### src/rtl/bus_alu_sequencer_pkg.sv
// Shared constants for the bus ALU sequencer: opcode table, ALU select codes,
// FSM state encodings and the decoded-instruction record.
package bus_alu_sequencer_pkg;

    localparam logic [3:0] OP_ADD = 4'd0;
    localparam logic [3:0] OP_SUB = 4'd1;
    localparam logic [3:0] OP_AND = 4'd2;
    localparam logic [3:0] OP_OR  = 4'd3;
    localparam logic [3:0] OP_XOR = 4'd4;
    localparam logic [3:0] OP_NOT = 4'd5;
    localparam logic [3:0] OP_SHL = 4'd6;
    localparam logic [3:0] OP_SHR = 4'd7;
    localparam logic [3:0] OP_MOV = 4'd8;

    // ALU codes start at 1 so an idle alu_control of 0 never aliases a real operation
    localparam logic [3:0] ALU_ADD = 4'd1;
    localparam logic [3:0] ALU_SUB = 4'd2;
    localparam logic [3:0] ALU_AND = 4'd3;
    localparam logic [3:0] ALU_OR  = 4'd4;
    localparam logic [3:0] ALU_XOR = 4'd5;
    localparam logic [3:0] ALU_NOT = 4'd6;
    localparam logic [3:0] ALU_SHL = 4'd7;
    localparam logic [3:0] ALU_SHR = 4'd8;
    localparam logic [3:0] ALU_MOV = 4'd9;

    localparam logic [2:0] ST_IDLE = 3'd0;
    localparam logic [2:0] ST_RD_A = 3'd1;
    localparam logic [2:0] ST_RD_B = 3'd2;
    localparam logic [2:0] ST_EXEC = 3'd3;
    localparam logic [2:0] ST_DONE = 3'd4;

    typedef struct packed {
        logic [3:0] alu_code;
        logic       unary;
        logic       illegal;
    } decode_t;

endpackage

### src/rtl/bus_alu_sequencer_if.sv
// Dispatcher-facing handshake plus register-file / ALU / immediate bus controls.
interface bus_alu_sequencer_if #(
    parameter int DATA_W = 16,
    parameter int ADDR_W = 6,
    parameter int OPC_W  = 4,
    parameter int CTRL_W = 4
);
    logic              start;
    logic [OPC_W-1:0]  opcode;
    logic [ADDR_W-1:0] param1;
    logic [ADDR_W-1:0] param2;
    logic              imm_en;
    logic              busy;
    logic              done;
    logic              illegal;
    logic [ADDR_W-1:0] register_addr;
    logic              bus_register_input_en;
    logic              bus_register_output_en;
    logic              latched_bus1_en;
    logic              latched_bus2_en;
    logic              alu_bus_out_en;
    logic [CTRL_W-1:0] alu_control;
    logic              imm_bus_out_en;
    logic [DATA_W-1:0] imm_bus_data;

    modport master (
        output start, opcode, param1, param2, imm_en,
        input  busy, done, illegal, register_addr, bus_register_input_en,
               bus_register_output_en, latched_bus1_en, latched_bus2_en,
               alu_bus_out_en, alu_control, imm_bus_out_en, imm_bus_data
    );

    modport slave (
        input  start, opcode, param1, param2, imm_en,
        output busy, done, illegal, register_addr, bus_register_input_en,
               bus_register_output_en, latched_bus1_en, latched_bus2_en,
               alu_bus_out_en, alu_control, imm_bus_out_en, imm_bus_data
    );
endinterface

### src/rtl/bus_alu_decode.sv
// Combinational opcode decoder: ALU select code, unary flag, illegal flag.
module bus_alu_decode
    import bus_alu_sequencer_pkg::*;
#(
    parameter int OPC_W = 4
) (
    input  logic [OPC_W-1:0] opcode,
    output decode_t          dec
);

    // Opcode table lookup; anything outside the table is flagged illegal
    always_comb begin
        dec = '{alu_code: 4'd0, unary: 1'b0, illegal: 1'b0};
        case (opcode)
            OPC_W'(OP_ADD): dec.alu_code = ALU_ADD;
            OPC_W'(OP_SUB): dec.alu_code = ALU_SUB;
            OPC_W'(OP_AND): dec.alu_code = ALU_AND;
            OPC_W'(OP_OR):  dec.alu_code = ALU_OR;
            OPC_W'(OP_XOR): dec.alu_code = ALU_XOR;
            OPC_W'(OP_NOT): begin
                dec.alu_code = ALU_NOT;
                dec.unary    = 1'b1;
            end
            OPC_W'(OP_SHL): dec.alu_code = ALU_SHL;
            OPC_W'(OP_SHR): dec.alu_code = ALU_SHR;
            OPC_W'(OP_MOV): dec.alu_code = ALU_MOV;
            default:        dec.illegal  = 1'b1;
        endcase
    end

endmodule

### src/rtl/bus_alu_sequencer.sv
// Sequences one ALU instruction over the shared bus: read A, read B (register or
// immediate), execute with write-back to param1, then a one-cycle done pulse.
module bus_alu_sequencer
    import bus_alu_sequencer_pkg::*;
#(
    parameter int DATA_W      = 16,
    parameter int ADDR_W      = 6,
    parameter int OPC_W       = 4,
    parameter int CTRL_W      = 4,
    parameter bit IMM_MODE_EN = 1'b1
) (
    input  logic                clock,
    input  logic                reset,
    bus_alu_sequencer_if.slave  bus
);

    logic [2:0]        state_r, state_nxt_s;
    decode_t           dec_s, dec_r, dec_nxt_s;
    logic [ADDR_W-1:0] p1_r, p1_nxt_s, p2_r, p2_nxt_s;
    logic              imm_r, imm_nxt_s;
    logic [DATA_W-1:0] imm_ext_s;

    logic              busy_r, done_r, illegal_r, rin_r, rout_r, l1_r, l2_r, aluout_r, immout_r;
    logic              busy_nxt_s, done_nxt_s, illegal_nxt_s, rin_nxt_s, rout_nxt_s;
    logic              l1_nxt_s, l2_nxt_s, aluout_nxt_s, immout_nxt_s;
    logic [ADDR_W-1:0] addr_r, addr_nxt_s;
    logic [CTRL_W-1:0] ctrl_r, ctrl_nxt_s;
    logic [DATA_W-1:0] imm_data_r;

    bus_alu_decode #(.OPC_W(OPC_W)) u_decode (
        .opcode (bus.opcode),
        .dec    (dec_s)
    );

    if (ADDR_W >= DATA_W) begin : g_imm_trunc
        assign imm_ext_s = p2_nxt_s[DATA_W-1:0];
    end else begin : g_imm_pad
        assign imm_ext_s = {{(DATA_W-ADDR_W){1'b0}}, p2_nxt_s};
    end

    // Next state and instruction latch; inputs are captured only on an accepted start
    always_comb begin
        state_nxt_s = state_r;
        dec_nxt_s   = dec_r;
        p1_nxt_s    = p1_r;
        p2_nxt_s    = p2_r;
        imm_nxt_s   = imm_r;
        case (state_r)
            ST_IDLE: begin
                if (bus.start) begin
                    dec_nxt_s   = dec_s;
                    p1_nxt_s    = bus.param1;
                    p2_nxt_s    = bus.param2;
                    imm_nxt_s   = bus.imm_en & IMM_MODE_EN;
                    state_nxt_s = dec_s.illegal ? ST_DONE : ST_RD_A;
                end else begin
                    state_nxt_s = ST_IDLE;
                end
            end
            ST_RD_A: state_nxt_s = dec_r.unary ? ST_EXEC : ST_RD_B;
            ST_RD_B: state_nxt_s = ST_EXEC;
            ST_EXEC: state_nxt_s = ST_DONE;
            ST_DONE: state_nxt_s = ST_IDLE;
            default: state_nxt_s = ST_IDLE;
        endcase
    end

    // Output decode of the upcoming state so every output leaves a flop
    always_comb begin
        busy_nxt_s    = 1'b0;
        done_nxt_s    = 1'b0;
        illegal_nxt_s = 1'b0;
        rin_nxt_s     = 1'b0;
        rout_nxt_s    = 1'b0;
        l1_nxt_s      = 1'b0;
        l2_nxt_s      = 1'b0;
        aluout_nxt_s  = 1'b0;
        immout_nxt_s  = 1'b0;
        addr_nxt_s    = '0;
        ctrl_nxt_s    = '0;
        case (state_nxt_s)
            ST_IDLE: busy_nxt_s = 1'b0;
            ST_RD_A: begin
                busy_nxt_s = 1'b1;
                addr_nxt_s = p1_nxt_s;
                rout_nxt_s = 1'b1;
                l1_nxt_s   = 1'b1;
            end
            ST_RD_B: begin
                busy_nxt_s = 1'b1;
                l2_nxt_s   = 1'b1;
                if (imm_nxt_s) begin
                    immout_nxt_s = 1'b1;
                end else begin
                    addr_nxt_s = p2_nxt_s;
                    rout_nxt_s = 1'b1;
                end
            end
            ST_EXEC: begin
                busy_nxt_s   = 1'b1;
                ctrl_nxt_s   = CTRL_W'(dec_nxt_s.alu_code);
                aluout_nxt_s = 1'b1;
                addr_nxt_s   = p1_nxt_s;
                rin_nxt_s    = 1'b1;
            end
            ST_DONE: begin
                busy_nxt_s    = 1'b1;
                done_nxt_s    = 1'b1;
                illegal_nxt_s = dec_nxt_s.illegal;
            end
            default: busy_nxt_s = 1'b0;
        endcase
    end

    // State, latched instruction and registered outputs
    always_ff @(posedge clock or negedge reset) begin
        if (!reset) begin
            state_r    <= ST_IDLE;
            dec_r      <= '{alu_code: 4'd0, unary: 1'b0, illegal: 1'b0};
            p1_r       <= '0;
            p2_r       <= '0;
            imm_r      <= 1'b0;
            busy_r     <= 1'b0;
            done_r     <= 1'b0;
            illegal_r  <= 1'b0;
            rin_r      <= 1'b0;
            rout_r     <= 1'b0;
            l1_r       <= 1'b0;
            l2_r       <= 1'b0;
            aluout_r   <= 1'b0;
            immout_r   <= 1'b0;
            addr_r     <= '0;
            ctrl_r     <= '0;
            imm_data_r <= '0;
        end else begin
            state_r    <= state_nxt_s;
            dec_r      <= dec_nxt_s;
            p1_r       <= p1_nxt_s;
            p2_r       <= p2_nxt_s;
            imm_r      <= imm_nxt_s;
            busy_r     <= busy_nxt_s;
            done_r     <= done_nxt_s;
            illegal_r  <= illegal_nxt_s;
            rin_r      <= rin_nxt_s;
            rout_r     <= rout_nxt_s;
            l1_r       <= l1_nxt_s;
            l2_r       <= l2_nxt_s;
            aluout_r   <= aluout_nxt_s;
            immout_r   <= immout_nxt_s;
            addr_r     <= addr_nxt_s;
            ctrl_r     <= ctrl_nxt_s;
            imm_data_r <= imm_ext_s;
        end
    end

    assign bus.busy                   = busy_r;
    assign bus.done                   = done_r;
    assign bus.illegal                = illegal_r;
    assign bus.register_addr          = addr_r;
    assign bus.bus_register_input_en  = rin_r;
    assign bus.bus_register_output_en = rout_r;
    assign bus.latched_bus1_en        = l1_r;
    assign bus.latched_bus2_en        = l2_r;
    assign bus.alu_bus_out_en         = aluout_r;
    assign bus.alu_control            = ctrl_r;
    assign bus.imm_bus_out_en         = immout_r;
    assign bus.imm_bus_data           = imm_data_r;

endmodule

### src/flat_wrapper.sv
// flat-port wrapper written by rule: the top's interface ports become plain ports
module bus_alu_sequencer_flat import bus_alu_sequencer_pkg::*;
#(
    parameter int DATA_W      = 16,
    parameter int ADDR_W      = 6,
    parameter int OPC_W       = 4,
    parameter int CTRL_W      = 4,
    parameter bit IMM_MODE_EN = 1'b1
)
  (clock, reset, bus_start, bus_opcode, bus_param1, bus_param2, bus_imm_en, bus_busy, bus_done, bus_illegal, bus_register_addr, bus_bus_register_input_en, bus_bus_register_output_en, bus_latched_bus1_en, bus_latched_bus2_en, bus_alu_bus_out_en, bus_alu_control, bus_imm_bus_out_en, bus_imm_bus_data);
  bus_alu_sequencer_if #(.DATA_W(DATA_W), .ADDR_W(ADDR_W), .OPC_W(OPC_W), .CTRL_W(CTRL_W)) bus_i ();
  input  logic clock;
  input  logic reset;
  input wire logic [$bits(bus_i.start)-1:0] bus_start;
  input wire logic [$bits(bus_i.opcode)-1:0] bus_opcode;
  input wire logic [$bits(bus_i.param1)-1:0] bus_param1;
  input wire logic [$bits(bus_i.param2)-1:0] bus_param2;
  input wire logic [$bits(bus_i.imm_en)-1:0] bus_imm_en;
  output wire logic [$bits(bus_i.busy)-1:0] bus_busy;
  output wire logic [$bits(bus_i.done)-1:0] bus_done;
  output wire logic [$bits(bus_i.illegal)-1:0] bus_illegal;
  output wire logic [$bits(bus_i.register_addr)-1:0] bus_register_addr;
  output wire logic [$bits(bus_i.bus_register_input_en)-1:0] bus_bus_register_input_en;
  output wire logic [$bits(bus_i.bus_register_output_en)-1:0] bus_bus_register_output_en;
  output wire logic [$bits(bus_i.latched_bus1_en)-1:0] bus_latched_bus1_en;
  output wire logic [$bits(bus_i.latched_bus2_en)-1:0] bus_latched_bus2_en;
  output wire logic [$bits(bus_i.alu_bus_out_en)-1:0] bus_alu_bus_out_en;
  output wire logic [$bits(bus_i.alu_control)-1:0] bus_alu_control;
  output wire logic [$bits(bus_i.imm_bus_out_en)-1:0] bus_imm_bus_out_en;
  output wire logic [$bits(bus_i.imm_bus_data)-1:0] bus_imm_bus_data;
  assign bus_i.start = bus_start;
  assign bus_i.opcode = bus_opcode;
  assign bus_i.param1 = bus_param1;
  assign bus_i.param2 = bus_param2;
  assign bus_i.imm_en = bus_imm_en;
  assign bus_busy = bus_i.busy;
  assign bus_done = bus_i.done;
  assign bus_illegal = bus_i.illegal;
  assign bus_register_addr = bus_i.register_addr;
  assign bus_bus_register_input_en = bus_i.bus_register_input_en;
  assign bus_bus_register_output_en = bus_i.bus_register_output_en;
  assign bus_latched_bus1_en = bus_i.latched_bus1_en;
  assign bus_latched_bus2_en = bus_i.latched_bus2_en;
  assign bus_alu_bus_out_en = bus_i.alu_bus_out_en;
  assign bus_alu_control = bus_i.alu_control;
  assign bus_imm_bus_out_en = bus_i.imm_bus_out_en;
  assign bus_imm_bus_data = bus_i.imm_bus_data;
  bus_alu_sequencer #(.DATA_W(DATA_W), .ADDR_W(ADDR_W), .OPC_W(OPC_W), .CTRL_W(CTRL_W), .IMM_MODE_EN(IMM_MODE_EN)) u_core (.clock(clock), .reset(reset), .bus(bus_i));
endmodule
### config.mk
export PLATFORM = sky130hd
export DESIGN_NAME = bus_alu_sequencer_flat
export DESIGN_NICKNAME = d
export VERILOG_FILES = /design/src/rtl/bus_alu_sequencer_pkg.sv /design/src/rtl/bus_alu_sequencer_if.sv /design/src/rtl/bus_alu_decode.sv /design/src/rtl/bus_alu_sequencer.sv /design/src/flat_wrapper.sv
export SDC_FILE = /design/constraint.sdc
export NUM_CORES = 1
export LEC_CHECK = 0
export ABC_AREA = 1
export CAP_MARGIN = 20
export CORE_MARGIN = 1.5
export CORE_UTILIZATION = 29
export DETAILED_ROUTE_END_ITERATION = 10
export GPL_ROUTABILITY_DRIVEN = 0
export SYNTH_ARGS = -nofsm -noshare
export SYNTH_HDL_FRONTEND = slang
export SYNTH_SLANG_ARGS = --single-unit
### constraint.sdc
create_clock -name clock -period 1.6 [get_ports clock]
set_input_delay 0.4 -clock clock [delete_from_list [all_inputs] [get_ports clock]]
set_output_delay 0.4 -clock clock [all_outputs]
set_load 0.05 [all_outputs]
==> impl_metrics.csv, run 1 <==
group,metric,value,unit
cts,post_cts.repair.setup_buffers,0,
route,drc,0,
route,wl_per_cell,11.4,um
timing,tns,0,ps
cts,cts.path.max_buffers,2,
cts,cts_root_buffer,"clkbuf_8",
logic_synthesis,async_flop_share,100,%
final_layout,multi_input_area,589,um2
floorplan,io_pins,55,
worst_setup_path,crit_chain,"clkdlybuf4s50_1, inv_2, nor2_4, nand2_4, buf_12, nand2_1, nand2_1, nand3_1, nand2_1",
final_layout,final-instance-count-excl-fill,313,
final_layout,n_antenna_cell,0,
power,clock_power_share,12.8,%
worst_setup_path,path_class,"primary input to register",
logic_synthesis,synth_seq_cells,40,
route,dr_total_vias,1322,
worst_setup_path,start_kind,"primary input",
worst_setup_path,path_common_cell,"nand2_1",
worst_setup_path,cp_max_fo,11,
route,firstDrtPassIters,4,
outcome,status,"finished clean",
place,hpwl,2.70,mm
final_layout,final_layout_size_suffix_gt1_share,29.9,%
cts,hold_buffers,0,
logic_synthesis,synth_cell_types,22,
cts,clkTransAtPathRegs,80,ps
floorplan,core,5640,um2
power,peakVddDrop,1020,uV
place,dp_slack,-125,ps
min_path,min_path_type,"primary input to asynchronous set/reset pin",
power,sw_frac_of_total,43.2,%
logic_synthesis,synth_edf_count,0,
worst_setup_path,r2r_start,"u_core.state_r[1]$_DFF_PN0_",
power,power.share.sequential,31.5,%
route,ant_nets,0,
timing,rsz0062_at_grt,"false",
timing,min_period_over_period,88.9,%
final_layout,seq_area,1000,um2
power,power_frac_comb,55.7,%
job,maxCapViolCount,0,
route,first_iter_violations,81,
timing,finalSetupViolCount,0,
final_layout,layout_common_cells,"nand2_1, dfrtp_1, buf_12",
power,power.internal,3.05,mW
power,leakage,1.38,nW
floorplan,fp.dieH,80.2,um
cts,clock_latency,290,ps
timing,fin_skew,5.29,ps
global_routing,grt_pass1_vias,1359,
logic_synthesis,syn_area,1730,um2
logic_synthesis,ys_warn_count,0,
worst_setup_path,required,1780,ps
global_routing,grt_start_max_net_pins,22,
floorplan,die-area,6430,um2
power,power,5.37,mW
logic_synthesis,synth_ff_type,"dfrtp_1",
logic_synthesis,ys_seq_area_share,57.9,%
logic_synthesis,synth_cells,180,
place,port_buffers,44,
worst_setup_path,cp.arrival,1600,ps
worst_setup_path,worstSetupStartpoint,"bus_start",
cts,tritoncts,"yes",
floorplan,die_x,80.2,um
final_layout,synthToLayoutAreaGrowth,54.6,%
worst_setup_path,cp_slowest_cell,"clkdlybuf4s50_1",
final_layout,fin_nets,260,
floorplan,start_util,30.6,%
global_routing,antenna_found_initial,0,
worst_setup_path,critPathTopFamily,"buffers and inverters",
timing,maxSlewViolCount,0,
timing,setup_slack,178,ps
final_layout,layout_commonest_cell,"nand2_1",
timing,final-hold-violation-count,0,
global_routing,gr-total-overflow,0,
route,wl,3.57,mm
logic_synthesis,synth.avg_cell_area,9.61,um2
worst_setup_path,end_kind,"register",
global_routing,grt_pass1_wl,6.00,mm
power,pwr_density_cell,2010,nW/um2
place,dp.cells,305,
power,netSwitchingPower,2.32,mW
worst_setup_path,cpPeakStageDelay,510,ps
floorplan,rows,27,
route,vias_per_cell,4.22,
cts,cts_made_buffers,5,
final_layout,fillers,507,
cts,cts_htree_levels,2,
global_routing,grt.total_usage,12.4,%
timing,max_freq,703,MHz
cts,cts_sinks,40,
worst_setup_path,crit_buf_inv,3,
timing,period_minus_slack,1420,ps
cts,cts_resized,0,
==> layer usage <==
metal / global-route usage, % / part of all wire [%]
met1: 14.4 / 43
met2: 20.5 / 50
met3: 5.11 / 6.4
met4: 4.31 / 1.3
met5: 0 / 0
==> power groups by stage <==
stage          logic [mW]  clock network (mW)  registers (mW)
2_1_floorplan       0.951                   0            2.33
6_report             2.99               0.686            1.69
4_1_cts              3.01               0.705            1.70
5_1_grt              3.18               0.746            1.74
3_3_place_gp         2.98                   0            1.71
3_5_place_dp         3.00                   0            1.72
==> logic make-up after synthesis <==
| group | synth area share (%) |
|---|---|
| and+or+nand+nor | 28.2 |
| AOI/OAI and AO/OA | 3.69 |
| other | 0.217 |
| DFF | 57.9 |
| buffers and inverters | 9.99 |
==> state kept, by name (all words and copies together) (netlist names) <==
name	flops
u_core.bus.bus_register_output_en	1
u_core.bus.latched_bus2_en	1
u_core.bus.illegal	1
u_core.p1_r	6
u_core.bus.imm_bus_data	6
u_core.imm_r	1
u_core.dec_r	6
u_core.bus.alu_control	4
u_core.state_r	3
u_core.bus.register_addr	6
u_core.bus.busy	1
u_core.bus.latched_bus1_en	1
u_core.bus.bus_register_input_en	1
u_core.bus.imm_bus_out_en	1
u_core.bus.done	1
==> cell type report <==
type	count	area share [%]
well taps	72	3.37
clock buffers	6	3.09
inverters	18	2.53
clock inverters	2	0.374
flip-flops and latches	40	37.4
repair buffers	57	31.2
multi-input cells	118	22.0
==> synth_stat cells (3+ instances only) <==
library cell | n | area share, %
nand3_2 | 3 | 1.7
inv_1 | 13 | 2.8
buf_4 | 11 | 4.8
nand2_2 | 5 | 1.8
dfrtp_1 | 40 | 58
nor2_1 | 3 | 0.65
a21oi_2 | 3 | 1.5
nand3_1 | 17 | 4.9
nand2_1 | 63 | 14
nand2_4 | 3 | 2.0
inv_2 | 5 | 1.1
==> per-stage QoR <==
step	hold WS, ps	area (um2)	util [%]
after global placement	378	2580	45.8
final	55.8	2670	47.4
after floorplan	104	1760	-
after CTS	66.7	2670	47.4
after detailed placement	380	2580	45.8
after global routing	80.6	2670	47.4
==> worst paths after layout <==
kind	end	slack (ps)	depth (start not counted)
min in group clock	u_core.p1_r[4]$_DFF_PN0_	480	2
min reg2reg	u_core.p1_r[4]$_DFF_PN0_	480	2
max in group asynchronous	u_core.dec_r[2]$_DFF_PN0_	1080	2
max reg2reg	u_core.bus.register_addr[4]$_DFF_PN0_	280	7
max	u_core.bus.register_addr[4]$_DFF_PN0_	180	9
min	u_core.bus.latched_bus2_en$_DFF_PN0_	60	1
(Power assumes the default switching activity.)
==> inputs of run 2 (changes only) <==
--- a/config.mk
+++ b/config.mk
@@ -6,7 +6,7 @@
 export NUM_CORES = 1
 export LEC_CHECK = 0
 export ABC_AREA = 1
-export CAP_MARGIN = 20
+export CAP_MARGIN = 10
 export CORE_MARGIN = 1.5
 export CORE_UTILIZATION = 29
 export DETAILED_ROUTE_END_ITERATION = 10
==> results of run 2 <==
The final DEF is identical to that of run 1; final timing and power are the same.
==> edit 1 (flow settings as in run 1) <==
Make the reset (`reset`) synchronous in one clocked block.
--- a/src/rtl/bus_alu_sequencer.sv
+++ b/src/rtl/bus_alu_sequencer.sv
@@ -115,3 +115,3 @@
     // State, latched instruction and registered outputs
-    always_ff @(posedge clock or negedge reset) begin
+    always_ff @(posedge clock) begin
         if (!reset) begin
Check against the original RTL: differs if reset is asserted again (counterexample within 4 cycles, from zero or initial values and one cycle with reset low); with reset held inactive, the same outputs for 10 cycles.
==> edit 1 against run 1 <==
- final cell count is 9.3% higher
- routed wire length increased by 2.3%
- sequential cell count did not move
- synthesized cell count increased by 18%
- setup slack worse by 37 ps
- synthesized area decreased by 6.5%
- cell area fell by 5.9%
Power is not compared: it rests on default switching activity, and its combinational part moved more than twofold at a synthesized area within 25%.
==> edit 1: results (changes against run 1) <==
arrival_ps: 1680  # +80 ps
outcome: "completed"
pg_comb_mw: 0.786
drive_gt1_share_pct: 24.44  # -5.4 points
ys_top_cells_by_area: "dfxtp_1 (50%), nand2_1 (13%), nor2_1 (6.0%)"
synth_warnings: 0  # unchanged
p_int_mw: 1.764
wl_met1_mm: 1.584  # +4.0%
cts_resized: 0  # unchanged
drtIter0Drc: 91  # +12%
cp_slowest_cell: "clkdlybuf4s50_1"
slowest_delay_ps: 490  # -20 ps
final_nets: 289  # +11%
synth_commonest_cells: "nand2_1 (56), dfxtp_1 (40), nor2_1 (26), inv_1 (19), a21oi_1 (12)"
seq_area_frac_synth_pct: 49.54  # -8.4 points
postPlaceCellArea_mm2: 0.002417  # -6.4%
seq_power_share_pct: 43.2
met3_length_um: 212  # -7.0%
synth_cell_types: 22  # unchanged
grt_antenna_before_repair: 0  # unchanged
hold_path_class: "flip-flop to flip-flop"
drt-vias-per-instance: 4.216  # -0.17%
use_met2_pct: 21.57  # +1.1 points
fin_skew_ps: 9.032  # +3.745 ps
yosys_most_used_dff: "dfxtp_1"
postSynthAreaPerCell_um2: 7.625  # -21%
grt_util_met3_pct: 4.353  # -0.76 points
grt_pass1_vias: 1360  # +0.074%
final_cells: 342  # +9.3%
cts-root-buf: "clkbuf_8"
power.density_mw_per_mm2: 1049
crit_fanout: 8  # -3
async_flop_share_pct: 0  # -100 points
dp_slack_ps: -199.6  # -74.46 ps
cts_max_level: 2  # unchanged
drt_pass1_iterations: 4  # unchanged
p_leak_nw: 1.148
cts_buffer_depth: 2  # unchanged
clk_pin_slew_ps: 70
cts-buffers-inserted: 5  # unchanged
vdd_drop_max_mv: 0.3935
use_met1_pct: 14.94  # +0.54 points
track_usage_pct: 12.98  # +0.58 points
dp.cells: 334  # +9.5%
grt_pass1_wl_mm: 6.072  # +1.1%
dp_hpwl_mm: 2.738  # +1.2%
nFillCells: 527  # +3.9%
highest_layer: "met4"
grt_max_degree: 14  # -36%
cp_top_family: "buffers and inverters"
clock_latency_ps: 300
wl_mm: 3.646  # +2.3%
wl_met2_mm: 1.779  # +0.62%
==> edit 1: kinds of logic (layout without fill, tap and decap cells) <==
family,count (synthesis),in the layout,share of synthesized area [%]
compound gates,21,21,7.275
buf+inv,39,88,13.23
flops,40,40,49.54
other cells,1,10,0.2320
simple gates,111,111,29.72
==> edit 1: path summary, 6_finish.rpt <==
path,slack (ps),endpoint,cells past startpoint,startpoint
setup / recovery,140,u_core.bus.alu_control[3],8,bus_start
hold / removal,480,u_core.dec_r[5],2,u_core.dec_r[5]
setup reg to reg,310,u_core.bus.alu_control[0],7,u_core.state_r[2]
hold reg to reg,480,u_core.dec_r[5],2,u_core.dec_r[5]
==> edit 1: final cells by class <==
type                    count  area [um2]  share of cell area [%]
clock buffers               6       82.58                   3.284
repair buffers             58       808.3                   32.14
multi-input cells         142       635.6                   25.27
well taps                  72       90.09                   3.582
clock inverters             2       15.01                  0.5970
inverters                  22       82.58                   3.284
flip-flops and latches     40       800.8                   31.84
==> edit 2 (settings of run 1) <==
Made on the original files. `DATA_W` is set to 16 in 3 places; all go to 14.
--- a/src/rtl/bus_alu_sequencer_if.sv
+++ b/src/rtl/bus_alu_sequencer_if.sv
@@ -2,3 +2,3 @@
 interface bus_alu_sequencer_if #(
-    parameter int DATA_W = 16,
+    parameter int DATA_W = 14,
     parameter int ADDR_W = 6,
--- a/src/rtl/bus_alu_sequencer.sv
+++ b/src/rtl/bus_alu_sequencer.sv
@@ -5,3 +5,3 @@
 #(
-    parameter int DATA_W      = 16,
+    parameter int DATA_W      = 14,
     parameter int ADDR_W      = 6,
--- a/src/flat_wrapper.sv
+++ b/src/flat_wrapper.sv
@@ -3,3 +3,3 @@
 #(
-    parameter int DATA_W      = 16,
+    parameter int DATA_W      = 14,
     parameter int ADDR_W      = 6,
Interface: changed (resized bus_imm_bus_data); port bits go from 55 to 53. No check against the original RTL was run, so the function may have changed too.
==> edit 2 against run 1 <==
- synthesized area decreased by 0.87%
- sequential cell count unchanged
- first-iteration DRC count shrank 35%
- combinational power hardly changed
- cell area increased by 0.80%
- routed wire length is 0.62% lower
- setup slack improved by 4.6 ps
- power increased by 4.1%
==> edit 2: results (changes against run 1) <==
drt-vias-per-instance: 4.183  # -0.97%
postLayoutCoreUtil_pct: 48.06  # +0.66 points
grt_max_degree: 41  # +86%
rr_worst_depth: 6  # -1
synth.top_cell.area_share_pct: 58.39  # +0.51 points
dp_hpwl_mm: 2.650  # -2.0%
nMultiInputCombCells: 116  # -1.7%
buffer_area_share_pct: 30.73  # -0.43 points
vdd_drop_max_mv: 0.7486  # -26%
multi_input_area_share_pct: 21.59  # -0.45 points
ys_top_cells_by_area: "dfrtp_1 (58%), nand2_1 (14%), nand3_1 (5.0%)"
fin_skew_ps: 4.346  # -0.9417 ps
p_leak_nw: 1.385  # +0.69%
drive_gt1_share_pct: 30.42  # +0.54 points
clk_share_pct: 4.689  # +1.2 points
synth_commonest_cells: "nand2_1 (63), dfrtp_1 (40), nand3_1 (17), inv_1 (13), buf_4 (9)"
grt_util_met3_pct: 4.343  # -0.77 points
grt_pass1_wl_mm: 6.065  # +1.0%
drtIter0Drc: 53  # -35%
use_met2_pct: 19.66  # -0.84 points
use_met1_pct: 16.14  # +1.7 points
seq_area_mm2: 0.001001  # unchanged
clock_buffer_count: 7  # +1
signal_buffers: 58  # +1.8%
grt_pass1_vias: 1288  # -5.2%
postPlaceCellArea_mm2: 0.002569  # -0.49%
design_area_mm2: 0.002695  # +0.80%
fin_hold_ws_ps: 147.6  # +91.82 ps
met3_length_um: 216  # -5.3%
seq_area_frac_synth_pct: 58.39  # +0.51 points
outcome: "completed"
wl_mm: 3.543  # -0.62%
track_usage_pct: 12.85  # +0.45 points
ff2ff_setup_slack_ps: 260  # -20 ps
final_nets: 259  # -0.38%
crit_fanout: 9  # -2
wl_met2_mm: 1.665  # -5.8%
arrival_ps: 1600  # about the same
wl_met1_mm: 1.585  # +4.1%
cts_max_level: 2  # unchanged
[edit 2: cell families (layout without fill, tap and decap cells)]
family | after synthesis | count (layout) | share of synthesized area [%]
AND/OR/NAND/NOR | 100 | 100 | 28.47
buffers and inverters | 29 | 84 | 9.197
AO/OA/AOI/OAI | 8 | 8 | 3.723
flip-flops | 40 | 40 | 58.39
other | 1 | 8 | 0.2188
[edit 2: stage by stage]
step | cells | setup slack (ps)
2_1_floorplan | 185 | 313.7
6_report | 312 | 182.4
3_3_place_gp | 304 | -109.0
3_5_place_dp | 304 | -128.5
4_1_cts | 312 | 182.0
5_1_grt | 312 | 67.75
[edit 2: critical path: stages]
cell	delay [ps]
clkdlybuf4s50_1	510
inv_2	60
nor2_4	130
nand2_4	100
nand2_1	90
nand2_2	130
nand3_1	120
nand2_1	60
[edit 2: power by group]
group,internal [mW],switching (mW)
Clock,0.550,0.339
Sequential,1.40,0.301
Combinational,1.32,1.68
